--- src/rtl/store_buf_pkg.sv ---
// Shared constants, entry layout and address-match helper for the store buffer.
// Optional load forwarding is selected with the STORE_BUF_FWD_EN macro.
package store_buf_pkg;

    localparam int SB_DEPTH = 4;
    localparam int SB_PTR_W = 2;
    localparam int SB_BE_W  = 4;

    // Only the word address is kept; mem_addr[1:0] is always presented as zero.
    typedef struct packed {
        logic [29:0]         word;
        logic [SB_BE_W-1:0]  byteen;
        logic [31:0]         wdata;
    } sb_entry_t;

    function automatic logic word_match(
        input logic        entry_valid,
        input logic [29:0] entry_word,
        input logic [31:0] addr
    );
        return entry_valid && (entry_word == addr[31:2]);
    endfunction

endpackage

--- src/rtl/store_buf_if.sv ---
// Store-side, DM-side and load-lookup signals of the store buffer.
// master = pipeline/memory side, slave = store buffer.
interface store_buf_if;
    import store_buf_pkg::*;

    logic                st_valid;
    logic [31:0]         st_addr;
    logic [SB_BE_W-1:0]  st_byteen;
    logic [31:0]         st_wdata;
    logic                st_stall;
    logic                mem_we;
    logic [31:0]         mem_addr;
    logic [SB_BE_W-1:0]  mem_byteen;
    logic [31:0]         mem_wdata;
    logic                mem_ready;
    logic                ld_valid;
    logic [31:0]         ld_addr;
    logic                ld_conflict;
    logic [SB_BE_W-1:0]  fwd_mask;
    logic [31:0]         fwd_data;
    logic                empty;

    modport master (
        output st_valid, st_addr, st_byteen, st_wdata, mem_ready, ld_valid, ld_addr,
        input  st_stall, mem_we, mem_addr, mem_byteen, mem_wdata, ld_conflict,
               fwd_mask, fwd_data, empty
    );

    modport slave (
        input  st_valid, st_addr, st_byteen, st_wdata, mem_ready, ld_valid, ld_addr,
        output st_stall, mem_we, mem_addr, mem_byteen, mem_wdata, ld_conflict,
               fwd_mask, fwd_data, empty
    );

endinterface

--- src/rtl/store_buf_fwd.sv ---
// Combinational youngest-first lane merge of buffered stores onto a load word.
// Only present when STORE_BUF_FWD_EN is defined.
`ifdef STORE_BUF_FWD_EN
module store_buf_fwd
    import store_buf_pkg::*;
#(
    parameter int DEPTH = SB_DEPTH,
    parameter int PTR_W = SB_PTR_W
) (
    input  sb_entry_t [DEPTH-1:0] entry,
    input  logic [DEPTH-1:0]      valid,
    input  logic [PTR_W-1:0]      head,
    input  logic [31:0]           ld_addr,
    output logic [SB_BE_W-1:0]    fwd_mask,
    output logic [31:0]           fwd_data
);

    logic [PTR_W-1:0] idx_s;
    logic             hit_s;
    logic             unused_s;

    assign unused_s = ^ld_addr[1:0];

    // Walk oldest to youngest so a younger store overwrites an older one lane by lane.
    always_comb begin
        fwd_mask = {SB_BE_W{1'b0}};
        fwd_data = 32'h0000_0000;
        idx_s    = head;
        hit_s    = 1'b0;
        for (int i = 0; i < DEPTH; i++) begin
            idx_s = head + PTR_W'(i);
            for (int l = 0; l < SB_BE_W; l++) begin
                hit_s = word_match(valid[idx_s], entry[idx_s].word, ld_addr) &&
                        entry[idx_s].byteen[l];
                fwd_mask[l]      = fwd_mask[l] | hit_s;
                fwd_data[8*l +: 8] = hit_s ? entry[idx_s].wdata[8*l +: 8] : fwd_data[8*l +: 8];
            end
        end
    end

endmodule
`endif

--- src/rtl/store_buf.sv ---
// In-order store buffer between the byte-enable unit and the data-memory write port.
// Define STORE_BUF_FWD_EN to forward buffered bytes to loads instead of stalling them.
module store_buf
    import store_buf_pkg::*;
#(
    parameter int DEPTH = SB_DEPTH,
    parameter int PTR_W = SB_PTR_W
) (
    input logic        clk,
    input logic        reset,
    store_buf_if.slave sb
);

    sb_entry_t [DEPTH-1:0] entry_r;
    logic [DEPTH-1:0]      valid_r;
    logic [PTR_W-1:0]      head_r;
    logic [PTR_W-1:0]      tail_r;
    logic [PTR_W:0]        count_r;
    logic                  mem_we_r;
    logic                  empty_r;
    sb_entry_t             mem_r;

    logic                  full_s;
    logic                  push_s;
    logic                  pop_s;
    logic [PTR_W-1:0]      head_nxt_s;
    logic [PTR_W-1:0]      tail_nxt_s;
    logic [PTR_W:0]        count_nxt_s;
    logic [DEPTH-1:0]      valid_nxt_s;
    sb_entry_t             new_s;
    sb_entry_t             mem_nxt_s;
    logic                  ld_conflict_s;
    logic [SB_BE_W-1:0]    fwd_mask_s;
    logic [31:0]           fwd_data_s;
    logic                  unused_s;

    assign full_s = (count_r == (PTR_W+1)'(DEPTH));
    assign push_s = sb.st_valid && !full_s && (sb.st_byteen != 4'b0000);
    assign pop_s  = mem_we_r && sb.mem_ready;
    assign new_s  = {sb.st_addr[31:2], sb.st_byteen, sb.st_wdata};

    // Pointer, occupancy and valid-bit updates, plus the entry that will sit at the head next cycle.
    always_comb begin
        head_nxt_s  = head_r;
        tail_nxt_s  = tail_r;
        count_nxt_s = count_r;
        valid_nxt_s = valid_r;
        mem_nxt_s   = entry_r[head_r];
        if (pop_s) begin
            head_nxt_s          = head_r + PTR_W'(1);
            valid_nxt_s[head_r] = 1'b0;
        end else begin
            head_nxt_s = head_r;
        end
        if (push_s) begin
            tail_nxt_s          = tail_r + PTR_W'(1);
            valid_nxt_s[tail_r] = 1'b1;
        end else begin
            tail_nxt_s = tail_r;
        end
        case ({push_s, pop_s})
            2'b10:   count_nxt_s = count_r + (PTR_W+1)'(1);
            2'b01:   count_nxt_s = count_r - (PTR_W+1)'(1);
            default: count_nxt_s = count_r;
        endcase
        // A store landing in the slot that becomes head must bypass the array to meet N+1 latency.
        if (push_s && (tail_r == head_nxt_s)) begin
            mem_nxt_s = new_s;
        end else begin
            mem_nxt_s = entry_r[head_nxt_s];
        end
    end

    // Entry array, pointers and the registered DM-side outputs.
    always_ff @(posedge clk) begin
        if (reset) begin
            entry_r  <= {DEPTH{{$bits(sb_entry_t){1'b0}}}};
            valid_r  <= {DEPTH{1'b0}};
            head_r   <= {PTR_W{1'b0}};
            tail_r   <= {PTR_W{1'b0}};
            count_r  <= {(PTR_W+1){1'b0}};
            mem_r    <= {$bits(sb_entry_t){1'b0}};
            mem_we_r <= 1'b0;
            empty_r  <= 1'b1;
        end else begin
            if (push_s) begin
                entry_r[tail_r] <= new_s;
            end
            valid_r  <= valid_nxt_s;
            head_r   <= head_nxt_s;
            tail_r   <= tail_nxt_s;
            count_r  <= count_nxt_s;
            mem_r    <= mem_nxt_s;
            mem_we_r <= (count_nxt_s != {(PTR_W+1){1'b0}});
            empty_r  <= (count_nxt_s == {(PTR_W+1){1'b0}});
        end
    end

`ifdef STORE_BUF_FWD_EN
    store_buf_fwd #(
        .DEPTH (DEPTH),
        .PTR_W (PTR_W)
    ) u_fwd (
        .entry    (entry_r),
        .valid    (valid_r),
        .head     (head_r),
        .ld_addr  (sb.ld_addr),
        .fwd_mask (fwd_mask_s),
        .fwd_data (fwd_data_s)
    );

    assign ld_conflict_s = 1'b0;
    assign unused_s      = ^{sb.st_addr[1:0], sb.ld_valid};
`else
    // Without forwarding, any buffered store to the load's word holds the load off.
    always_comb begin
        ld_conflict_s = 1'b0;
        for (int i = 0; i < DEPTH; i++) begin
            ld_conflict_s = ld_conflict_s | word_match(valid_r[i], entry_r[i].word, sb.ld_addr);
        end
        ld_conflict_s = ld_conflict_s & sb.ld_valid;
    end

    assign fwd_mask_s = {SB_BE_W{1'b0}};
    assign fwd_data_s = 32'h0000_0000;
    assign unused_s   = ^{sb.st_addr[1:0], sb.ld_addr[1:0]};
`endif

    assign sb.st_stall    = sb.st_valid && full_s;
    assign sb.mem_we      = mem_we_r;
    assign sb.mem_addr    = {mem_r.word, 2'b00};
    assign sb.mem_byteen  = mem_r.byteen;
    assign sb.mem_wdata   = mem_r.wdata;
    assign sb.empty       = empty_r;
    assign sb.ld_conflict = ld_conflict_s;
    assign sb.fwd_mask    = fwd_mask_s;
    assign sb.fwd_data    = fwd_data_s;

endmodule

--- src/flat_wrapper.sv ---
// flat-port wrapper written by rule: the top's interface ports become plain ports
module store_buf_flat import store_buf_pkg::*;
#(
    parameter int DEPTH = SB_DEPTH,
    parameter int PTR_W = SB_PTR_W
)
  (clk, reset, sb_st_valid, sb_st_addr, sb_st_byteen, sb_st_wdata, sb_mem_ready, sb_ld_valid, sb_ld_addr, sb_st_stall, sb_mem_we, sb_mem_addr, sb_mem_byteen, sb_mem_wdata, sb_ld_conflict, sb_fwd_mask, sb_fwd_data, sb_empty);
  store_buf_if sb_i ();
  input logic clk;
  input logic reset;
  input wire logic [$bits(sb_i.st_valid)-1:0] sb_st_valid;
  input wire logic [$bits(sb_i.st_addr)-1:0] sb_st_addr;
  input wire logic [$bits(sb_i.st_byteen)-1:0] sb_st_byteen;
  input wire logic [$bits(sb_i.st_wdata)-1:0] sb_st_wdata;
  input wire logic [$bits(sb_i.mem_ready)-1:0] sb_mem_ready;
  input wire logic [$bits(sb_i.ld_valid)-1:0] sb_ld_valid;
  input wire logic [$bits(sb_i.ld_addr)-1:0] sb_ld_addr;
  output wire logic [$bits(sb_i.st_stall)-1:0] sb_st_stall;
  output wire logic [$bits(sb_i.mem_we)-1:0] sb_mem_we;
  output wire logic [$bits(sb_i.mem_addr)-1:0] sb_mem_addr;
  output wire logic [$bits(sb_i.mem_byteen)-1:0] sb_mem_byteen;
  output wire logic [$bits(sb_i.mem_wdata)-1:0] sb_mem_wdata;
  output wire logic [$bits(sb_i.ld_conflict)-1:0] sb_ld_conflict;
  output wire logic [$bits(sb_i.fwd_mask)-1:0] sb_fwd_mask;
  output wire logic [$bits(sb_i.fwd_data)-1:0] sb_fwd_data;
  output wire logic [$bits(sb_i.empty)-1:0] sb_empty;
  assign sb_i.st_valid = sb_st_valid;
  assign sb_i.st_addr = sb_st_addr;
  assign sb_i.st_byteen = sb_st_byteen;
  assign sb_i.st_wdata = sb_st_wdata;
  assign sb_i.mem_ready = sb_mem_ready;
  assign sb_i.ld_valid = sb_ld_valid;
  assign sb_i.ld_addr = sb_ld_addr;
  assign sb_st_stall = sb_i.st_stall;
  assign sb_mem_we = sb_i.mem_we;
  assign sb_mem_addr = sb_i.mem_addr;
  assign sb_mem_byteen = sb_i.mem_byteen;
  assign sb_mem_wdata = sb_i.mem_wdata;
  assign sb_ld_conflict = sb_i.ld_conflict;
  assign sb_fwd_mask = sb_i.fwd_mask;
  assign sb_fwd_data = sb_i.fwd_data;
  assign sb_empty = sb_i.empty;
  store_buf #(.DEPTH(DEPTH), .PTR_W(PTR_W)) u_core (.clk(clk), .reset(reset), .sb(sb_i));
endmodule
--- config.mk ---
export PLATFORM = sky130hd
export DESIGN_NAME = store_buf_flat
export DESIGN_NICKNAME = d
export VERILOG_FILES = /design/src/rtl/store_buf_pkg.sv /design/src/rtl/store_buf_if.sv /design/src/rtl/store_buf_fwd.sv /design/src/rtl/store_buf.sv /design/src/flat_wrapper.sv
export SDC_FILE = /design/constraint.sdc
export NUM_CORES = 1
export LEC_CHECK = 0
export BUFFER_PORTS_ARGS = -buffer_cell sky130_fd_sc_hd__buf_4
export CAP_MARGIN = 20
export CORE_MARGIN = 4
export CORE_UTILIZATION = 60
export CTS_BUF_LIST = sky130_fd_sc_hd__clkbuf_2 sky130_fd_sc_hd__clkbuf_4 sky130_fd_sc_hd__clkbuf_8
export CTS_CLUSTER_SIZE = 8
export DETAILED_ROUTE_END_ITERATION = 12
export GPL_ROUTABILITY_DRIVEN = 0
export PLACE_DENSITY = 0.83
export SYNTH_ARGS = -nofsm -noshare
export SYNTH_HDL_FRONTEND = slang
export SYNTH_SLANG_ARGS = --single-unit
--- constraint.sdc ---
create_clock -name clk -period 2.8 [get_ports clk]
set_input_delay 0.56 -clock clk [delete_from_list [all_inputs] [get_ports clk]]
set_output_delay 0.56 -clock clk [all_outputs]
set_load 0.01 [all_outputs]
==> impl_metrics.csv <==
group,metric,value,unit
final_layout,fillCellCount,1826,
status,status,"complete, but fails checks",
logic_synthesis,netlist.area_leader.share,0.4492,
detailed_routing,vias_per_cell,5.893,
clock_tree,cts_made_buffers,54,
placed_design,io_buffers,170,
setup_path,r2r_cells,9,
pwr,pwr-share-seq,0.415,
global_routing,grt_overflow,0,
logic_synthesis,synth_ff_type,"dfxtp_1",
floorplanning,die-area,0.02810,sq mm
logic_synthesis,synth-warning-count,0,
min_path,hp-class,"in -> reg",
floorplanning,die_w,167.6,microns
timing,worstMarginPinSlew,0.5725,ns
clock_tree,clkTransAtPathRegs,0.06,ns
pwr,p_leak,7.167,nW
floorplanning,die_y,167.6,microns
clock_tree,clockBufferDepth,3,
clock_tree,worst_skew_pair.late_latency,0.59,ns
logic_synthesis,synth_top_cells_by_area,"dfxtp_1 45%, nand2_1 13%, mux4_2 9.7%",
setup_path,required,2.24,ns
logic_synthesis,synth_edf_count,0,
status,failed_checks,"setup timing",
timing,fmax,351.7,MHz
logic_synthesis,yosysTopAreaCell,"dfxtp_1",
floorplanning,start_util,0.6088,
pwr,internal_power,9.371,mW
timing,rsz0062_at_grt,"true",
setup_path,crit_fanout,3,
pwr,powerDensity,753.2,mW/mm^2
timing,fin_crit,2.843,ns
logic_synthesis,synth.yosys.seq_area_share,0.4492,
global_routing,grt_use_total,0.2988,
pwr,p_sw,4.198,mW
global_routing,grt_antenna_before_repair,1,
placed_design,pre_cts_ws,0.06899,ns
logic_synthesis,yosysMostFrequentCell,"nand2_1",
global_routing,grt_pass1_wl,68.52,mm
logic_synthesis,syn_avg_cell_area,8.816,sq um
clock_tree,cts_tree,"built",
final_layout,drive_above_1_share,0.2218,
detailed_routing,drc_errors,0,
pwr,clkPwrFrac,0.307,
final_layout,nNetsFinal,1980,
clock_tree,htree_num_levels,2,
timing,relSlewSlack,0.6183,
timing,hold_viol,0,
min_path,hold_path_depth,3,
clock_tree,post_cts_buffers,0,
detailed_routing,wl_per_cell,19.65,microns
placed_design,place_area,0.01672,sq mm
logic_synthesis,netlist_area,0.01529,sq mm
clock_tree,cts_sinks,343,
logic_synthesis,netlist_instances,1734,
logic_synthesis,ys_ff_latch,343,
timing,fin_setup_tns,-0.04326,ns
global_routing,grt_pass1_vias,13206,
logic_synthesis,synth-async-reset-ratio,0,
flow_run,maxCapViolCount,0,
global_routing,grt_max_degree,82,
setup_path,crit_path_end_kind,"output port",
logic_synthesis,synth_cell_types,35,
timing,fin_ws,-0.04326,ns
timing,whs,0.2408,ns
timing,finalSetupViolCount,1,
pwr,p_sw_frac,0.3094,
final_layout,syn2layout_area_growth,17.83,%
setup_path,crit_type,"reg -> out",
timing,finClkSkew,0.01717,ns
timing,period_share,1.015,
setup_path,worstSetupStartpointType,"register",
pwr,ir_drop,0.0004851,V
floorplanning,num_io_pins,213,
detailed_routing,drtPass1Iterations,7,
detailed_routing,antenna_left,0,
clock_tree,root_buffer,"clkbuf_8",
detailed_routing,vias,13113,
floorplanning,core_area,0.02511,sq mm
timing,drv_slew,0,
detailed_routing,drt_iter0_markers,1728,
final_layout,final_util,0.7174,
placed_design,hpwlAfterDp,27.37,mm
final_layout,final_cell_area,0.01801,sq mm
floorplanning,rows,58,
pwr,combPwrFrac,0.278,
setup_path,arrival,2.28,ns
logic_synthesis,synthTopCellsByCount,"540 x nand2_1, 343 x dfxtp_1, 271 x a21oi_1",
detailed_routing,wirelength,43.72,mm
[power by group through the flow]
stage	logic [mW]	registers, mW	clock network (mW)
after floorplan	2.50	5.76	0
after global placement	3.65	5.69	0
after detailed placement	3.71	5.72	0
after CTS	3.76	5.62	4.17
after global routing	4.05	5.68	4.43
final	3.77	5.63	4.16
[metal layers]
| metal | GRT usage | routed length, microns |
|---|---|---|
| met5 | 0 | 20 |
| met3 | 0.07885 | 4691 |
| met2 | 0.4992 | 21420 |
| met4 | 0.1355 | 1862 |
| met1 | 0.3637 | 15730 |
[state kept, by name, summed over array words and instances (netlist names)]
register,flops
u_core.sb.empty,1
u_core.count_r,3
u_core.sb.mem_byteen,4
u_core.tail_r,2
u_core.valid_r,4
u_core.head_r,2
u_core.entry_r,264
u_core.sb.mem_addr,30
u_core.sb.mem_wdata,32
u_core.sb.mem_we,1
[layout make-up]
cell class | instances | area (sq um) | share of cell area
Antenna cell | 1 | 2.502 | 0.0001389
Clock buffer | 84 | 1025 | 0.05689
Timing Repair Buffer | 208 | 1779 | 0.09877
Inverter | 7 | 26.28 | 0.001459
Clock inverter | 1 | 7.507 | 0.0004168
Multi-Input combinational cell | 1251 | 7874 | 0.4371
Tap cell | 330 | 412.9 | 0.02292
Sequential cell | 343 | 6887 | 0.3823
[final timing paths]
check / startpoint / end / slack [ns]
setup reg to reg: u_core.count_r[0] / u_core.sb.mem_we / 0.45
hold reg to reg: u_core.entry_r[35] / u_core.entry_r[35] / 0.45
hold / removal: sb_st_addr[12] / u_core.entry_r[46] / 0.24
setup / recovery: u_core.entry_r[242] / sb_ld_conflict / -0.04
[stage by stage]
| stage | total power [mW] | instances |
|---|---|---|
| final | 13.57 | 2225 |
| after CTS | 13.55 | 2224 |
| after global placement | 9.341 | 2138 |
| after global routing | 14.16 | 2224 |
| after detailed placement | 9.431 | 2139 |
| after floorplan | 8.264 | 1771 |
[critical path, cell delays in order (launching register included)]
cell     delay [ns]
dfxtp_1        0.32
xor2_1         0.23
nor4_1         0.53
nand4_1        0.20
a41oi_2        0.25
buf_4          0.16
[cell usage in the layout, fill, tap and decap left out, types with 45 or more instances in the layout]
master	count
xnor2_1	52
clkbuf_8	63
dfxtp_1	327
mux4_2	66
xor2_1	45
mux2i_1	67
a21oi_1	271
buf_4	189
nor2_1	76
nand2_1	536
[repair_timing]
item,4_1_cts,5_1_grt
endpoints found under the setup margin,1,1
hold buffers,0,0
pin swaps,6,23
resized for setup,15,33
cloned,0,0
[kinds of logic (layout without fill, tap and decap cells)]
kind of cell,after synthesis,after routing,share of synthesized area
AND/OR/NAND/NOR,668,668,0.1726
flip-flops,343,343,0.4492
AO/OA/AOI/OAI,277,277,0.09249
buffers and inverters,177,300,0.06196
multiplexers,133,133,0.1411
XOR/XNOR,125,125,0.07374
adder cells (fa/ha/maj),10,10,0.008676
other,1,39,0.0002453
Note: power is estimated with default switching activity, not from simulation.
